===== src/rtl/mem_ctrl_if.sv =====
// Bus bundle between the core's data/fetch ports, the memory controller
// and the byte-wide RAM.
interface mem_ctrl_if #(
   parameter int ADDR_W = 32
);
   logic              ram_r_req_i;
   logic              ram_w_req_i;
   logic [31:0]       ram_addr_i;
   logic [31:0]       ram_w_data_i;
   logic [1:0]        ram_state_i;
   logic              ram_done_o;
   logic [31:0]       ram_r_data_o;
   logic              if_req_i;
   logic [31:0]       if_addr_i;
   logic              if_done_o;
   logic [31:0]       if_data_o;
   logic [7:0]        mem_din_i;
   logic [7:0]        mem_dout_o;
   logic [ADDR_W-1:0] mem_a_o;
   logic              mem_wr_o;

   modport slave (
      input  ram_r_req_i, ram_w_req_i, ram_addr_i,
      input  ram_w_data_i, ram_state_i,
      input  if_req_i, if_addr_i, mem_din_i,
      output ram_done_o, ram_r_data_o,
      output if_done_o, if_data_o,
      output mem_dout_o, mem_a_o, mem_wr_o
   );

   modport master (
      output ram_r_req_i, ram_w_req_i, ram_addr_i,
      output ram_w_data_i, ram_state_i,
      output if_req_i, if_addr_i, mem_din_i,
      input  ram_done_o, ram_r_data_o,
      input  if_done_o, if_data_o,
      input  mem_dout_o, mem_a_o, mem_wr_o
   );
endinterface


===== src/rtl/mem_ctrl.sv =====
// Byte-serial memory controller arbitrating the data port and the
// instruction-fetch port onto one 8-bit RAM.
module mem_ctrl #(
   parameter int ADDR_W = 32
) (
   input  logic       clk_in,
   input  logic       rst_n,
   mem_ctrl_if.slave  bus
);

   typedef enum logic [1:0] {
      IDLE,
      ADDR,
      WAIT,
      DONE
   } state_t;

   state_t      state;
   state_t      state_nx;
   logic [1:0]  cnt;
   logic [1:0]  last;
   logic        sel_if;
   logic        wr_q;
   logic [31:0] addr_q;
   logic [31:0] wdata_q;
   logic [31:0] rdata_ram;
   logic [31:0] rdata_if;
   logic [31:0] a_sum;

   logic        acc_w;
   logic        acc_r;
   logic        acc_f;
   logic        accept;
   logic        cap_en;
   logic [1:0]  cap_idx;

   always_comb begin
      acc_w   = 1'b0;
      acc_r   = 1'b0;
      acc_f   = 1'b0;
      if (state == IDLE) begin
         acc_w = bus.ram_w_req_i;
         acc_r = !bus.ram_w_req_i && bus.ram_r_req_i;
         acc_f = !bus.ram_w_req_i && !bus.ram_r_req_i
               && bus.if_req_i;
      end
      accept  = acc_w | acc_r | acc_f;
      // A RAM byte shows up one cycle after its address, so the
      // capture lags the address phase by one cycle.
      cap_en  = !wr_q
              && ((state == ADDR && cnt != 2'd0) || state == WAIT);
      cap_idx = (state == WAIT) ? last : cnt - 2'd1;
      a_sum   = addr_q + {30'd0, cnt};
   end

   always_ff @(posedge clk_in or negedge rst_n) begin
      if (!rst_n) state <= IDLE;
      else        state <= state_nx;
   end

   always_comb begin
      state_nx = state;
      unique case (state)
         IDLE: if (accept) state_nx = ADDR;
         ADDR: if (cnt == last) state_nx = wr_q ? DONE : WAIT;
         WAIT: state_nx = DONE;
         DONE: state_nx = IDLE;
      endcase
   end

   always_ff @(posedge clk_in or negedge rst_n) begin
      if (!rst_n) begin
         cnt       <= 2'd0;
         last      <= 2'd0;
         sel_if    <= 1'b0;
         wr_q      <= 1'b0;
         addr_q    <= 32'd0;
         wdata_q   <= 32'd0;
         rdata_ram <= 32'd0;
         rdata_if  <= 32'd0;
      end else begin
         if (accept) begin
            cnt     <= 2'd0;
            wr_q    <= acc_w;
            sel_if  <= acc_f;
            wdata_q <= bus.ram_w_data_i;
            if (acc_f) begin
               addr_q   <= bus.if_addr_i;
               last     <= 2'd3;
               rdata_if <= 32'd0;
            end else begin
               addr_q    <= bus.ram_addr_i;
               // 00 byte, 01 half, 11 word, 10 falls back to byte
               last      <= {bus.ram_state_i[1] & bus.ram_state_i[0],
                             bus.ram_state_i[0]};
               rdata_ram <= 32'd0;
            end
         end else if (state == ADDR) begin
            cnt <= cnt + 2'd1;
         end
         if (cap_en) begin
            if (sel_if)
               rdata_if[{cap_idx, 3'b000} +: 8] <= bus.mem_din_i;
            else
               rdata_ram[{cap_idx, 3'b000} +: 8] <= bus.mem_din_i;
         end
      end
   end

   always_comb begin
      bus.mem_a_o      = '0;
      bus.mem_wr_o     = 1'b0;
      bus.mem_dout_o   = 8'd0;
      bus.ram_done_o   = 1'b0;
      bus.if_done_o    = 1'b0;
      bus.ram_r_data_o = rdata_ram;
      bus.if_data_o    = rdata_if;
      unique case (1'b1)
         (state == ADDR): begin
            bus.mem_a_o  = a_sum[ADDR_W-1:0];
            bus.mem_wr_o = wr_q;
            if (wr_q)
               bus.mem_dout_o = wdata_q[{cnt, 3'b000} +: 8];
         end
         (state == DONE): begin
            bus.ram_done_o = !sel_if;
            bus.if_done_o  = sel_if;
         end
         default: ;
      endcase
   end

endmodule


===== src/flat_wrapper.sv =====
// flat-port wrapper written by rule: the top's interface ports become plain ports
module mem_ctrl_flat 
#(
   parameter int ADDR_W = 32
)
  (clk_in, rst_n, bus_ram_r_req_i, bus_ram_w_req_i, bus_ram_addr_i, bus_ram_w_data_i, bus_ram_state_i, bus_if_req_i, bus_if_addr_i, bus_mem_din_i, bus_ram_done_o, bus_ram_r_data_o, bus_if_done_o, bus_if_data_o, bus_mem_dout_o, bus_mem_a_o, bus_mem_wr_o);
  mem_ctrl_if #(.ADDR_W(ADDR_W)) bus_i ();
  input  logic clk_in;
  input  logic rst_n;
  input wire logic [$bits(bus_i.ram_r_req_i)-1:0] bus_ram_r_req_i;
  input wire logic [$bits(bus_i.ram_w_req_i)-1:0] bus_ram_w_req_i;
  input wire logic [$bits(bus_i.ram_addr_i)-1:0] bus_ram_addr_i;
  input wire logic [$bits(bus_i.ram_w_data_i)-1:0] bus_ram_w_data_i;
  input wire logic [$bits(bus_i.ram_state_i)-1:0] bus_ram_state_i;
  input wire logic [$bits(bus_i.if_req_i)-1:0] bus_if_req_i;
  input wire logic [$bits(bus_i.if_addr_i)-1:0] bus_if_addr_i;
  input wire logic [$bits(bus_i.mem_din_i)-1:0] bus_mem_din_i;
  output wire logic [$bits(bus_i.ram_done_o)-1:0] bus_ram_done_o;
  output wire logic [$bits(bus_i.ram_r_data_o)-1:0] bus_ram_r_data_o;
  output wire logic [$bits(bus_i.if_done_o)-1:0] bus_if_done_o;
  output wire logic [$bits(bus_i.if_data_o)-1:0] bus_if_data_o;
  output wire logic [$bits(bus_i.mem_dout_o)-1:0] bus_mem_dout_o;
  output wire logic [$bits(bus_i.mem_a_o)-1:0] bus_mem_a_o;
  output wire logic [$bits(bus_i.mem_wr_o)-1:0] bus_mem_wr_o;
  assign bus_i.ram_r_req_i = bus_ram_r_req_i;
  assign bus_i.ram_w_req_i = bus_ram_w_req_i;
  assign bus_i.ram_addr_i = bus_ram_addr_i;
  assign bus_i.ram_w_data_i = bus_ram_w_data_i;
  assign bus_i.ram_state_i = bus_ram_state_i;
  assign bus_i.if_req_i = bus_if_req_i;
  assign bus_i.if_addr_i = bus_if_addr_i;
  assign bus_i.mem_din_i = bus_mem_din_i;
  assign bus_ram_done_o = bus_i.ram_done_o;
  assign bus_ram_r_data_o = bus_i.ram_r_data_o;
  assign bus_if_done_o = bus_i.if_done_o;
  assign bus_if_data_o = bus_i.if_data_o;
  assign bus_mem_dout_o = bus_i.mem_dout_o;
  assign bus_mem_a_o = bus_i.mem_a_o;
  assign bus_mem_wr_o = bus_i.mem_wr_o;
  mem_ctrl #(.ADDR_W(ADDR_W)) u_core (.clk_in(clk_in), .rst_n(rst_n), .bus(bus_i));
endmodule

===== config.mk =====
export PLATFORM = sky130hd
export DESIGN_NAME = mem_ctrl_flat
export DESIGN_NICKNAME = d
export VERILOG_FILES = /design/src/rtl/mem_ctrl_if.sv /design/src/rtl/mem_ctrl.sv /design/src/flat_wrapper.sv
export SDC_FILE = /design/constraint.sdc
export NUM_CORES = 1
export LEC_CHECK = 0
export ABC_AREA = 0
export BUFFER_PORTS_ARGS = -buffer_cell sky130_fd_sc_hd__buf_2
export CAP_MARGIN = 20
export CORE_MARGIN = 2
export CORE_UTILIZATION = 33
export DETAILED_ROUTE_END_ITERATION = 8
export SLEW_MARGIN = 10
export SYNTH_ARGS = -nofsm -noshare
export SYNTH_HDL_FRONTEND = slang
export SYNTH_SLANG_ARGS = --single-unit

===== constraint.sdc =====
create_clock -name clk_in -period 3.15 [get_ports clk_in]
set_input_delay 0.315 -clock clk_in [delete_from_list [all_inputs] [get_ports clk_in]]
set_output_delay 0.315 -clock clk_in [all_outputs]
set_load 0.02 [all_outputs]

==> results of run 1 <==
worst paths after layout:
check | start | to | slack, ps
setup / recovery | u_core.cnt[1] | bus_mem_a_o[24] | 120
hold reg to reg | u_core.wdata_q[29] | u_core.wdata_q[29] | 470
max in group asynchronous | rst_n | u_core.bus.ram_r_data_o[25] | 1900
min in group asynchronous | rst_n | u_core.bus.if_data_o[11] | 480
setup reg to reg | u_core.state[0] | u_core.bus.if_data_o[1] | 310
hold / removal | bus_ram_w_data_i[5] | u_core.wdata_q[5] | 90
worst min-delay path: cells and delay by family:
| kind | cells | cell delay (ps) |
|---|---|---|
| buffers and inverters | 1 | 70 |
| and+or+nand+nor | 2 | 80 |
state kept, by name, summed over array words and instances, names as in the netlist:
register                 flops
u_core.bus.ram_r_data_o     32
u_core.wr_q                  1
u_core.addr_q               32
u_core.wdata_q              32
u_core.bus.if_data_o        32
u_core.sel_if                1
u_core.cnt                   2
u_core.last                  2
u_core.state                 2
power groups by stage:
stage	sequential [uW]	clock [uW]	combinational, uW
after global placement	3170	0	4190
after CTS	3150	2060	4260
after floorplan	3370	0	2600
after global routing	3280	2130	4690
final	3160	1990	4210
after detailed placement	3160	0	4250
cell usage after synthesis, types with 10 or more instances:
cell type / instances / share of area [%]
sky130_fd_sc_hd__nand2_1: 217 / 12
sky130_fd_sc_hd__o31ai_1: 11 / 1.2
sky130_fd_sc_hd__and3_1: 13 / 1.2
sky130_fd_sc_hd__mux2i_1: 37 / 5.4
sky130_fd_sc_hd__ha_1: 11 / 2.0
sky130_fd_sc_hd__clkbuf_1: 32 / 1.8
sky130_fd_sc_hd__a31oi_1: 30 / 2.7
sky130_fd_sc_hd__nand4_1: 10 / 0.91
sky130_fd_sc_hd__o21ai_0: 10 / 0.73
sky130_fd_sc_hd__nand3_1: 16 / 1.2
sky130_fd_sc_hd__or4_1: 10 / 1.1
sky130_fd_sc_hd__a21oi_1: 23 / 1.7
sky130_fd_sc_hd__nor2_1: 51 / 2.8
sky130_fd_sc_hd__a22o_1: 31 / 4.0
sky130_fd_sc_hd__dfrtp_1: 136 / 50
what timing repair did:
item | in CTS | in global routing
resized for setup | 0 | 2
endpoints found under the hold margin | 73 | 0
endpoints found under the setup margin | 0 | 7
hold buffers | 1 | 0
buffers inserted | 0 | 2
per-stage QoR:
step / utilization [%] / total power, uW / setup WS (ps) / instance area [um^2]
finish: 44.0 / 9360 / 122 / 8920
global route: 43.9 / 10100 / 0.0551 / 8920
CTS: 43.8 / 9480 / 48.4 / 8890
detailed placement: 40.9 / 7410 / 324 / 8300
global placement: 40.9 / 7360 / 425 / 8300
floorplan: - / 5970 / 445 / 6850
routing by layer:
metal	part of all wire [%]	track usage, %	vias up
met1	44	25.2	3045
met3	7.9	7.76	21
li1	-	-	2996
met5	0.20	0	-
met2	47	31.0	192
met4	0.91	4.24	6
kinds of logic (layout without fill, tap and decap cells):
| group | after synthesis | count (layout) |
|---|---|---|
| compound gates | 117 | 117 |
| xor+xnor | 14 | 14 |
| fa+ha+maj | 12 | 12 |
| buf+inv | 51 | 281 |
| flops | 136 | 136 |
| mux | 46 | 46 |
| other cells | 0 | 3 |
| simple gates | 356 | 356 |
cell type report:
type	count	area, um^2	share of cell area, %
timing repair buffer	238	1260	14.2
clock inverter	13	135	1.51
clock buffer	19	453	5.08
multi-input combinational	545	3280	36.8
inverter	11	41.3	0.463
antenna	3	7.51	0.0841
sequential	136	3400	38.1
tap	270	338	3.79
==> implementation parameters, run 1 <==
Parameter                              Value

Outcome
  Run status ... completed

Die
  Die width ... 148 um
  DIE AREA ... 0.0219 mm^2
  Height of the die ... 148 um
  Core box area ... 0.0203 mm^2
  # rows ... 52
  Top-level port count ... 218
  Effective utilization at floorplan ... 33.7%

Logic synthesis
  Post-synthesis adder-cell area fraction ... 2.30%
  Cell count after synthesis ... 732
  Share of cell area taken by muxes after synthesis ... 8.20%
  Flip-flop cell with the highest count after synthesis ... sky130_fd_sc_hd__dfrtp_1
  Post-synthesis share of cell area spent on xor and xnor gates ... 1.79%
  Net Count, Synth ... 855
  Netlist cell types ... 48
  Post-synthesis compound-gate area fraction ... 11.8%
  Main combinational cell family by area after synthesis ... simple AND/OR/NAND/NOR gates
  Average size of a mapped cell ... 9.35 um^2
  Total standard cell area after synthesis ... 0.00685 mm^2
  Sequential element share of the synthesized area ... 49.7%
  Count of warnings emitted by yosys ... 0
  Post-synthesis register bit count ... 136
  Post-synthesis simple-gate area fraction ... 23.3%
  Number of flops mapped to enable cells by yosys ... 0
  Share of synthesized registers carrying an async set or reset ... 100%

Critical path
  Type of the worst setup path ... flip-flop to primary output
  CP Depth ... 8
  Slowest cell on the critical path ... sky130_fd_sc_hd__dfrtp_1
  CP delay by family, top ... simple AND/OR/NAND/NOR gates
  Signal arrival time at the worst endpoint ... 2710 ps
  Most numerous cell on the critical path ... sky130_fd_sc_hd__buf_4
  Path depth of the worst reg2reg path ... 9
  Buf+Inv Stages, Crit Path ... 3
  Delay of the slowest critical-path stage ... 350 ps
  Worst-path cell chain ... buf_4 -> fa_1 -> and3_2 -> nand4_1 -> buf_4 -> or3_1 -> a21oi_1 -> buf_2
  Element type at the critical path end ... primary output
  Startpoint class of the critical path ... flip-flop
  Worst-path fanout max ... 12
  Data required, critical path ... 2830 ps

Min path
  Number of cells on the worst hold path ... 3
  Worst hold path class ... primary input to flip-flop

Power
  Sequential cell fraction of total power ... 33.7%
  Leakage power ... 0.00460 uW
  Internal power summed over all cells ... 5240 uW
  Peak supply drop ... 0.504 mV
  Power density over the cells ... 1050 mW/mm^2
  Net Sw Frac ... 44.0%
  Power share of the clock group ... 21.3%
  Combinational share of power ... 45.0%
  Net switching component of the power ... 4120 uW

Drt
  Drt wl/cell ... 17.0 um
  Final ANT Viol Nets ... 0
  Detailed Route Iter0 Violations ... 281
  Number of iterations in the first detailed-routing pass ... 5
  DRC violation count after routing ... 0
  Total wirelength of the detailed-routed design ... 20,900 um
  Vias/cell ... 5.07
  Via total after detailed routing ... 6,260

Cells and area
  Non-filler cells in the finished layout ... 1,235
  Commonest non-fill, non-tap cell in the layout ... sky130_fd_sc_hd__nand2_1
  Number of inserted filler cells in the final layout ... 2,042
  Share of layout cells above drive strength 1 ... 30.5%
  Final #Nets ... 1,072
  Area growth from synthesis to layout ... 30.3%
  Leading cell types in the layout, fill and taps excluded ... sky130_fd_sc_hd__nand2_1, sky130_fd_sc_hd__buf_2, sky130_fd_sc_hd__dfrtp_1

Timing
  Skew final ... 11.4 ps
  Final count of negative-setup-slack endpoints ... 0
  Setup repair after global routing missed its margin ... false
  Worst-margin pin slew ... 820 ps
  Max Fclk ... 0.330 GHz
  Worst Hold Slack ... 85.2 ps
  Final hold vios ... 0
  Share of the clock period used by the worst path after layout ... 96.1%
  Final Critical Period ... 3030 ps
  Number of max-slew violations in the final report ... 0
  Final setup TNS ... 0 ps
  Slew margin rel. ... 45.3%

Placement
  Detailed-placement wirelength estimate ... 14,700 um
  GPL Wtd Cong ... 0.771
  Total instance count after detailed placement ... 1,197
  # port buffers ... 217

Clock network
  Count of clock tree sinks ... 136
  TritonCTS clock tree ... done
  Maximum buffer depth of the clock tree ... 2
  Clk Latency, worst-skew pair ... 420 ps
  Root Buffer ... sky130_fd_sc_hd__clkbuf_16
  Clock transition at the registers of the reported paths ... 60 ps
  H-tree levels ... 4
  Clock buffers created by TritonCTS ... 17

Global routing
  Largest net degree at the start of global routing ... 80
  Via count of the first global-routing pass ... 6,246
  Overall routing resource usage ... 19.5%
  Sum of overflow across all layers after global routing ... 0
  Global-route wire length before repair ... 33,500 um
  Number of antenna violations at the first check in global routing ... 7

Flow run
  Total of max-cap violations ... 0
Note: power is estimated with default switching activity, not from simulation.
==> run 2: changes to the inputs <==
==> constraint.sdc (replaced) <==
create_clock -name clk_in -period 3.15 [get_ports clk_in]
set_input_delay 0.4725 -clock clk_in [delete_from_list [all_inputs] [get_ports clk_in]]
set_output_delay 0.4725 -clock clk_in [all_outputs]
set_load 0.02 [all_outputs]
==> run 2 against run 1 <==
Clock-buffer cell count is 1 lower. Via count is 0.21% lower. Sequential share of layout area is 0.057 points lower. Die area stayed put. Final area is 0.22% higher. Global-route usage is 0.29 points lower. Maximum frequency hardly changed. Routed wire length is 0.65% higher. Clock skew is 3.5 ps higher. Register-to-register slack worse by 60 ps. Cell count is 0.16% higher. Largest cell class unchanged.
==> implementation parameters, run 2 (synthesized netlist as in run 1, its figures left out) <==
Parameter                              Value

Outcome
  Run status ... completed

Timing
  Worst-margin pin slew ... 949 ps (+129 ps)
  Max Fclk ... 0.330 GHz (about the same)
  Number of max-slew violations in the final report ... 0 (unchanged)
  Share of the clock period used by the worst path after layout ... 96.2% (about the same)
  Setup repair after global routing missed its margin ... false
  Final setup TNS ... 0 ps (unchanged)
  Final hold vios ... 0 (unchanged)
  Final count of negative-setup-slack endpoints ... 0 (unchanged)
  Final Critical Period ... 3030 ps (+2.66 ps)
  Slew margin rel. ... 36.5% (-8.9 points)
  Skew final ... 14.9 ps (+3.52 ps)

Global routing
  Global-route wire length before repair ... 32,700 um (-2.4%)
  Overall routing resource usage ... 19.2% (-0.29 points)
  Number of antenna violations at the first check in global routing ... 6 (-1)
  Via count of the first global-routing pass ... 6,113 (-2.1%)
  Largest net degree at the start of global routing ... 80 (unchanged)
  Sum of overflow across all layers after global routing ... 0 (unchanged)

Clock network
  Clock transition at the registers of the reported paths ... 70 ps (about the same)
  TritonCTS clock tree ... done
  H-tree levels ... 4 (unchanged)
  Count of clock tree sinks ... 136 (unchanged)
  Clock buffers created by TritonCTS ... 17 (unchanged)
  Maximum buffer depth of the clock tree ... 2 (unchanged)
  Number of buffers inserted by hold repair at cts ... 0 (-1)
  Root Buffer ... sky130_fd_sc_hd__clkbuf_16
  Clk Latency, worst-skew pair ... 420 ps (about the same)

Drt
  Drt wl/cell ... 17.0 um (+0.49%)
  Number of iterations in the first detailed-routing pass ... 5 (unchanged)
  Via total after detailed routing ... 6,247 (-0.21%)
  Vias/cell ... 5.05 (-0.37%)
  Final ANT Viol Nets ... 0 (unchanged)
  Total wirelength of the detailed-routed design ... 21,100 um (+0.65%)
  Detailed Route Iter0 Violations ... 213 (-24%)
  DRC violation count after routing ... 0 (unchanged)

Flow run
  Total of max-cap violations ... 0 (unchanged)

Critical path
  Data required, critical path ... 2680 ps (-150 ps)
  Element type at the critical path end ... primary output
  Type of the worst setup path ... flip-flop to primary output
  Worst-path fanout max ... 14 (+2)
  Signal arrival time at the worst endpoint ... 2560 ps (-150 ps)
  Startpoint class of the critical path ... flip-flop

Cells and area
  Total area of multi-input combinational cells ... 0.00331 mm^2 (+1.0%)
  Sequential Area ... 0.00341 mm^2 (about the same)
  Util after Layout ... 44.1% (+0.099 points)
  Share of layout cells above drive strength 1 ... 31.5% (+1.1 points)
  Area growth from synthesis to layout ... 30.6%
  Non-filler cells in the finished layout ... 1,237 (+0.16%)
  Final #Nets ... 1,074 (+0.19%)
  Leading cell types in the layout, fill and taps excluded ... sky130_fd_sc_hd__nand2_1, sky130_fd_sc_hd__buf_2, sky130_fd_sc_hd__dfrtp_1
  Number of inserted filler cells in the final layout ... 2,039 (-0.15%)
  Commonest non-fill, non-tap cell in the layout ... sky130_fd_sc_hd__nand2_1

Placement
  Detailed-placement wirelength estimate ... 14,800 um (+0.56%)
  Total instance count after detailed placement ... 1,198 (+0.084%)
  GPL Wtd Cong ... 0.756 (-1.9%)
  # port buffers ... 217 (unchanged)

Power
  Power density over the cells ... 1050 mW/mm^2 (-0.11%)
  Power after layout ... 9370 uW (+0.12%)
  Leakage power ... 0.00460 uW (-0.14%)
  Peak supply drop ... 0.479 mV (-5.0%)

Die
  Die width ... 148 um (unchanged)
  Core box area ... 0.0203 mm^2 (unchanged)
  Top-level port count ... 218 (unchanged)
  Effective utilization at floorplan ... 33.7% (unchanged)
  DIE AREA ... 0.0219 mm^2 (unchanged)
  # rows ... 52 (unchanged)
  Height of the die ... 148 um (unchanged)

Min path
  Worst hold path class ... primary input to async pin
-- run 2: cell type report --
class	instances	share of cell area [%]
Antenna cell	3	0.0839
Clock buffer	18	4.91
Clock inverter	14	1.27
Inverter	11	0.462
Multi-Input combinational cell	545	37.1
Sequential cell	136	38.1
Tap cell	270	3.78
Timing Repair Buffer	240	14.4
-- run 2: layer usage --
metal  share of wire [%]  routed length (um)  vias to the layer above  track usage [%]
met5                0.19                  39                        -                0
met4                0.96                 202                        6             5.00
met3                 7.3                1530                       21             6.10
met2                  47                9980                      169             30.7
met1                  44                9320                     3049             25.3
li1                    -                   -                     3002                -
-- run 2: final timing paths --
kind	start	end	slack [ps]	cells past startpoint
max	u_core.addr_q[1]	bus_mem_a_o[31]	120	6
min	rst_n	u_core.bus.if_data_o[14]	60	1
max reg2reg	u_core.state[0]	u_core.bus.if_data_o[4]	250	9
min reg2reg	u_core.wdata_q[24]	u_core.wdata_q[24]	470	2
max in group asynchronous	rst_n	u_core.bus.if_data_o[7]	2310	2
min in group clk_in	bus_ram_w_data_i[5]	u_core.wdata_q[5]	240	3
-- run 2: per-stage QoR --
| step | worst slack, ps | area, um^2 | hold WS [ps] |
|---|---|---|---|
| floorplan | 445 | 6850 | 177 |
| global placement | 359 | 8300 | 455 |
| global route | 14.5 | 8940 | 105 |
| detailed placement | 285 | 8300 | 457 |
| finish | 119 | 8940 | 57.9 |
| CTS | 6.80 | 8880 | 80.1 |
-- run 2: what timing repair did --
| action | 4_1_cts | 5_1_grt |
|---|---|---|
| pin swaps | 1 | 7 |
| setup endpoints to repair | 11 | 13 |
| buffers inserted | 2 | 2 |
| gates resized for setup | 4 | 10 |
-- run 2: report_power, final --
group | switching, uW | internal (uW) | leakage (uW)
combinational | 2680 | 1620 | 0.00257
clock | 858 | 1050 | 0.000266
sequential | 649 | 2510 | 0.00176
total | 4190 | 5180 | 0.00460
-- run 2: critical path, stage by stage (launching register included) --
cell,delay [ps]
sky130_fd_sc_hd__dfrtp_1,420
sky130_fd_sc_hd__ha_1,300
sky130_fd_sc_hd__a21oi_1,70
sky130_fd_sc_hd__or3_4,420
sky130_fd_sc_hd__or4_4,510
sky130_fd_sc_hd__mux2i_1,220
sky130_fd_sc_hd__buf_2,200
==> run 3: changes to the inputs <==
- CORE_UTILIZATION: 33 -> 45
- GPL_TIMING_DRIVEN: unset -> 0
- PLACE_DENSITY: unset -> 0.72
- clock period: 3.15 -> 3.4 ns (I/O delays scaled with it)
==> run 3 against run 2 <==
Final area shrank 0.38%. Sequential cell count is the same. Utilization grew 15 points. Die area shrank 26%. Clock power grew 9%. Cell count shrank 5.2%. Hold slack is essentially flat. Routed wire length shrank 2.2%. Total power shrank 3.9%.
==> implementation parameters, run 3 (synthesized netlist as in run 1, its figures left out) <==
Parameter                              Value

Outcome
  Run status ... completed

Power
  Power density over the cells ... 1010 mW/mm^2 (-3.5%)
  Power after layout ... 9010 uW (-3.9%)
  Peak supply drop ... 0.487 mV (+1.6%)
  Leakage power ... 0.00462 uW (+0.42%)

Global routing
  Overall routing resource usage ... 25.9% (+6.7 points)
  Global-route wire length before repair ... 32,700 um (about the same)
  Number of antenna violations at the first check in global routing ... 4 (-2)
  Largest net degree at the start of global routing ... 73 (-8.8%)
  Sum of overflow across all layers after global routing ... 0 (unchanged)
  Via count of the first global-routing pass ... 6,268 (+2.5%)

Die
  # rows ... 45 (-13%)
  Core box area ... 0.0150 mm^2 (-26%)
  Die width ... 127 um (-14%)
  Top-level port count ... 218 (unchanged)
  Height of the die ... 127 um (-14%)
  DIE AREA ... 0.0162 mm^2 (-26%)
  Effective utilization at floorplan ... 45.6% (+12 points)

Timing
  Final count of negative-setup-slack endpoints ... 0 (unchanged)
  Final Critical Period ... 3280 ps
  Share of the clock period used by the worst path after layout ... 96.6%
  Number of max-slew violations in the final report ... 0 (unchanged)
  Worst-case setup margin in the final layout ... 115 ps (-4.06 ps)
  Worst-margin pin slew ... 926 ps (-23.3 ps)
  Skew final ... 13.9 ps (-1.02 ps)
  Setup repair after global routing missed its margin ... false
  Max Fclk ... 0.304 GHz
  Final hold vios ... 0 (unchanged)
  Slew margin rel. ... 37.9% (+1.5 points)

Critical path
  End point of the critical path ... bus_mem_a_o[17]
  Setup slack on the worst flop-to-flop path ... 230 ps (-20 ps)
  Worst-path fanout max ... 10 (-4)
  Startpoint of the lowest-slack register-to-register path ... u_core.cnt[1]
  Slowest cell on the critical path ... sky130_fd_sc_hd__or3_4
  CP startpoint ... u_core.addr_q[1]
  Signal arrival time at the worst endpoint ... 2770 ps (+210 ps)
  Element type at the critical path end ... primary output
  Type of the worst setup path ... flip-flop to primary output
  Most numerous cell on the critical path ... sky130_fd_sc_hd__a21oi_1
  Data required, critical path ... 2890 ps (+210 ps)
  Endpoint of the lowest-slack register-to-register path ... u_core.bus.if_data_o[0]
  Worst-path cell chain ... ha_1 -> a21oi_1 -> or3_4 -> clkbuf_2 -> or4_1 -> a21oi_1 -> buf_2
  Delay of the slowest critical-path stage ... 450 ps (-60 ps)
  Startpoint class of the critical path ... flip-flop
  Path depth of the worst reg2reg path ... 11 (+2)

Placement
  Placement-stage worst setup slack ... -29.1 ps (-314 ps)
  Detailed-placement wirelength estimate ... 14,900 um (+0.40%)
  Total instance count after detailed placement ... 1,138 (-5.0%)
  GPL Wtd Cong ... 0.874 (+16%)
  # port buffers ... 216 (-0.46%)
  Placement-stage cell area ... 0.00821 mm^2 (-1.2%)

Clock network
  Root Buffer ... sky130_fd_sc_hd__clkbuf_16
  H-tree levels ... 4 (unchanged)
  TritonCTS clock tree ... done
  Number of buffers inserted by hold repair at cts ... 0 (unchanged)
  Clock buffers created by TritonCTS ... 17 (unchanged)
  Clk Latency, worst-skew pair ... 430 ps (about the same)
  Clock transition at the registers of the reported paths ... 60 ps (about the same)
  Count of clock tree sinks ... 136 (unchanged)
  Maximum buffer depth of the clock tree ... 2 (unchanged)

Drt
  Vias/cell ... 5.47 (+8.3%)
  Detailed Route Iter0 Violations ... 466 (+120%)
  Number of iterations in the first detailed-routing pass ... 6 (+1)
  Total wirelength of the detailed-routed design ... 20,600 um (-2.2%)
  Via total after detailed routing ... 6,416 (+2.7%)
  DRC violation count after routing ... 0 (unchanged)
  Final ANT Viol Nets ... 0 (unchanged)
  Drt wl/cell ... 17.6 um (+3.2%)

Cells and area
  Commonest non-fill, non-tap cell in the layout ... sky130_fd_sc_hd__buf_2
  Non-filler cells in the finished layout ... 1,173 (-5.2%)
  Leading cell types in the layout, fill and taps excluded ... sky130_fd_sc_hd__buf_2, sky130_fd_sc_hd__nand2_1, sky130_fd_sc_hd__dfrtp_1
  Final design instance area without fill ... 0.00891 mm^2 (-0.38%)
  Area growth from synthesis to layout ... 30.1%
  Util after Layout ... 59.3% (+15 points)
  Share of layout cells above drive strength 1 ... 28.3% (-3.3 points)
  Final #Nets ... 1,093 (+1.8%)

Min path
  Worst hold path class ... primary input to async pin

Flow run
  Total of max-cap violations ... 0 (unchanged)
-- run 3: cell count changes in the layout (fill, tap and decap cells not counted), sizes merged --
cell,delta
diode,-1
buf,-14
clkinv,-2
clkbuf,+36
clkdlybuf4s18,+1
bufinv,+5
inv,-5
clkinvlp,-2
-- run 3: how the worst min path moves through the flow --
stage / endpoint / cells past startpoint / slack, ps / from
after floorplan: u_core.addr_q[0] / 0 / 210 / rst_n
after global placement: u_core.wdata_q[10] / 2 / 450 / u_core.wdata_q[10]
after detailed placement: u_core.wdata_q[19] / 2 / 460 / u_core.wdata_q[19]
after CTS: u_core.bus.ram_r_data_o[26] / 1 / 90 / rst_n
after global routing: u_core.bus.ram_r_data_o[26] / 1 / 110 / rst_n
final: u_core.bus.ram_r_data_o[26] / 1 / 60 / rst_n
-- run 3: power breakdown --
| group | switching (uW) | internal (uW) | total (uW) | leakage, uW |
|---|---|---|---|---|
| clock network | 713 | 1360 | 2080 | 0.000321 |
| logic | 2540 | 1460 | 4000 | 0.00253 |
| registers | 599 | 2330 | 2930 | 0.00177 |
| total | 3850 | 5150 | 9010 | 0.00462 |
-- run 3: through the flow --
step	setup TNS, ps	hold WS, ps
3_3_place_gp	-11210	455
3_5_place_dp	-112	458
4_1_cts	0	85.0
2_1_floorplan	0	214
6_report	0	58.0
5_1_grt	0	110
-- run 3: routing by layer --
| metal | part of all wire (%) | wire length (um) | global-route usage [%] |
|---|---|---|---|
| met1 | 44 | 8980 | 34.6 |
| met2 | 47 | 9710 | 41.6 |
| met3 | 8.0 | 1640 | 6.99 |
| met4 | 1.3 | 261 | 7.76 |
| met5 | 0.13 | 27 | 0 |
-- run 3: critical path: cells and delay by family, from the launching register on --
kind	cells	cell delay (ps)
buffers and inverters	2	400
adders and majority gates	1	310
and+or+nand+nor	2	870
DFF	1	440
AOI/OAI and AO/OA	2	330
-- run 3: repair_timing --
item                       CTS  global route
setup endpoints to repair    5            21
buffers inserted             0             1
pin swaps                    0             1
resized for setup            1             8
-- run 3: layout make-up --
class | instances | area (um^2)
diodes | 2 | 5.00
clock buffers | 22 | 474
plain buffers | 40 | 158
well taps | 188 | 235
clock inverters | 10 | 189
fillers | 1343 | 6120
flip-flops and latches | 136 | 3400
multi-input cells | 545 | 3270
inverters | 11 | 41.3
repair buffers | 219 | 1130
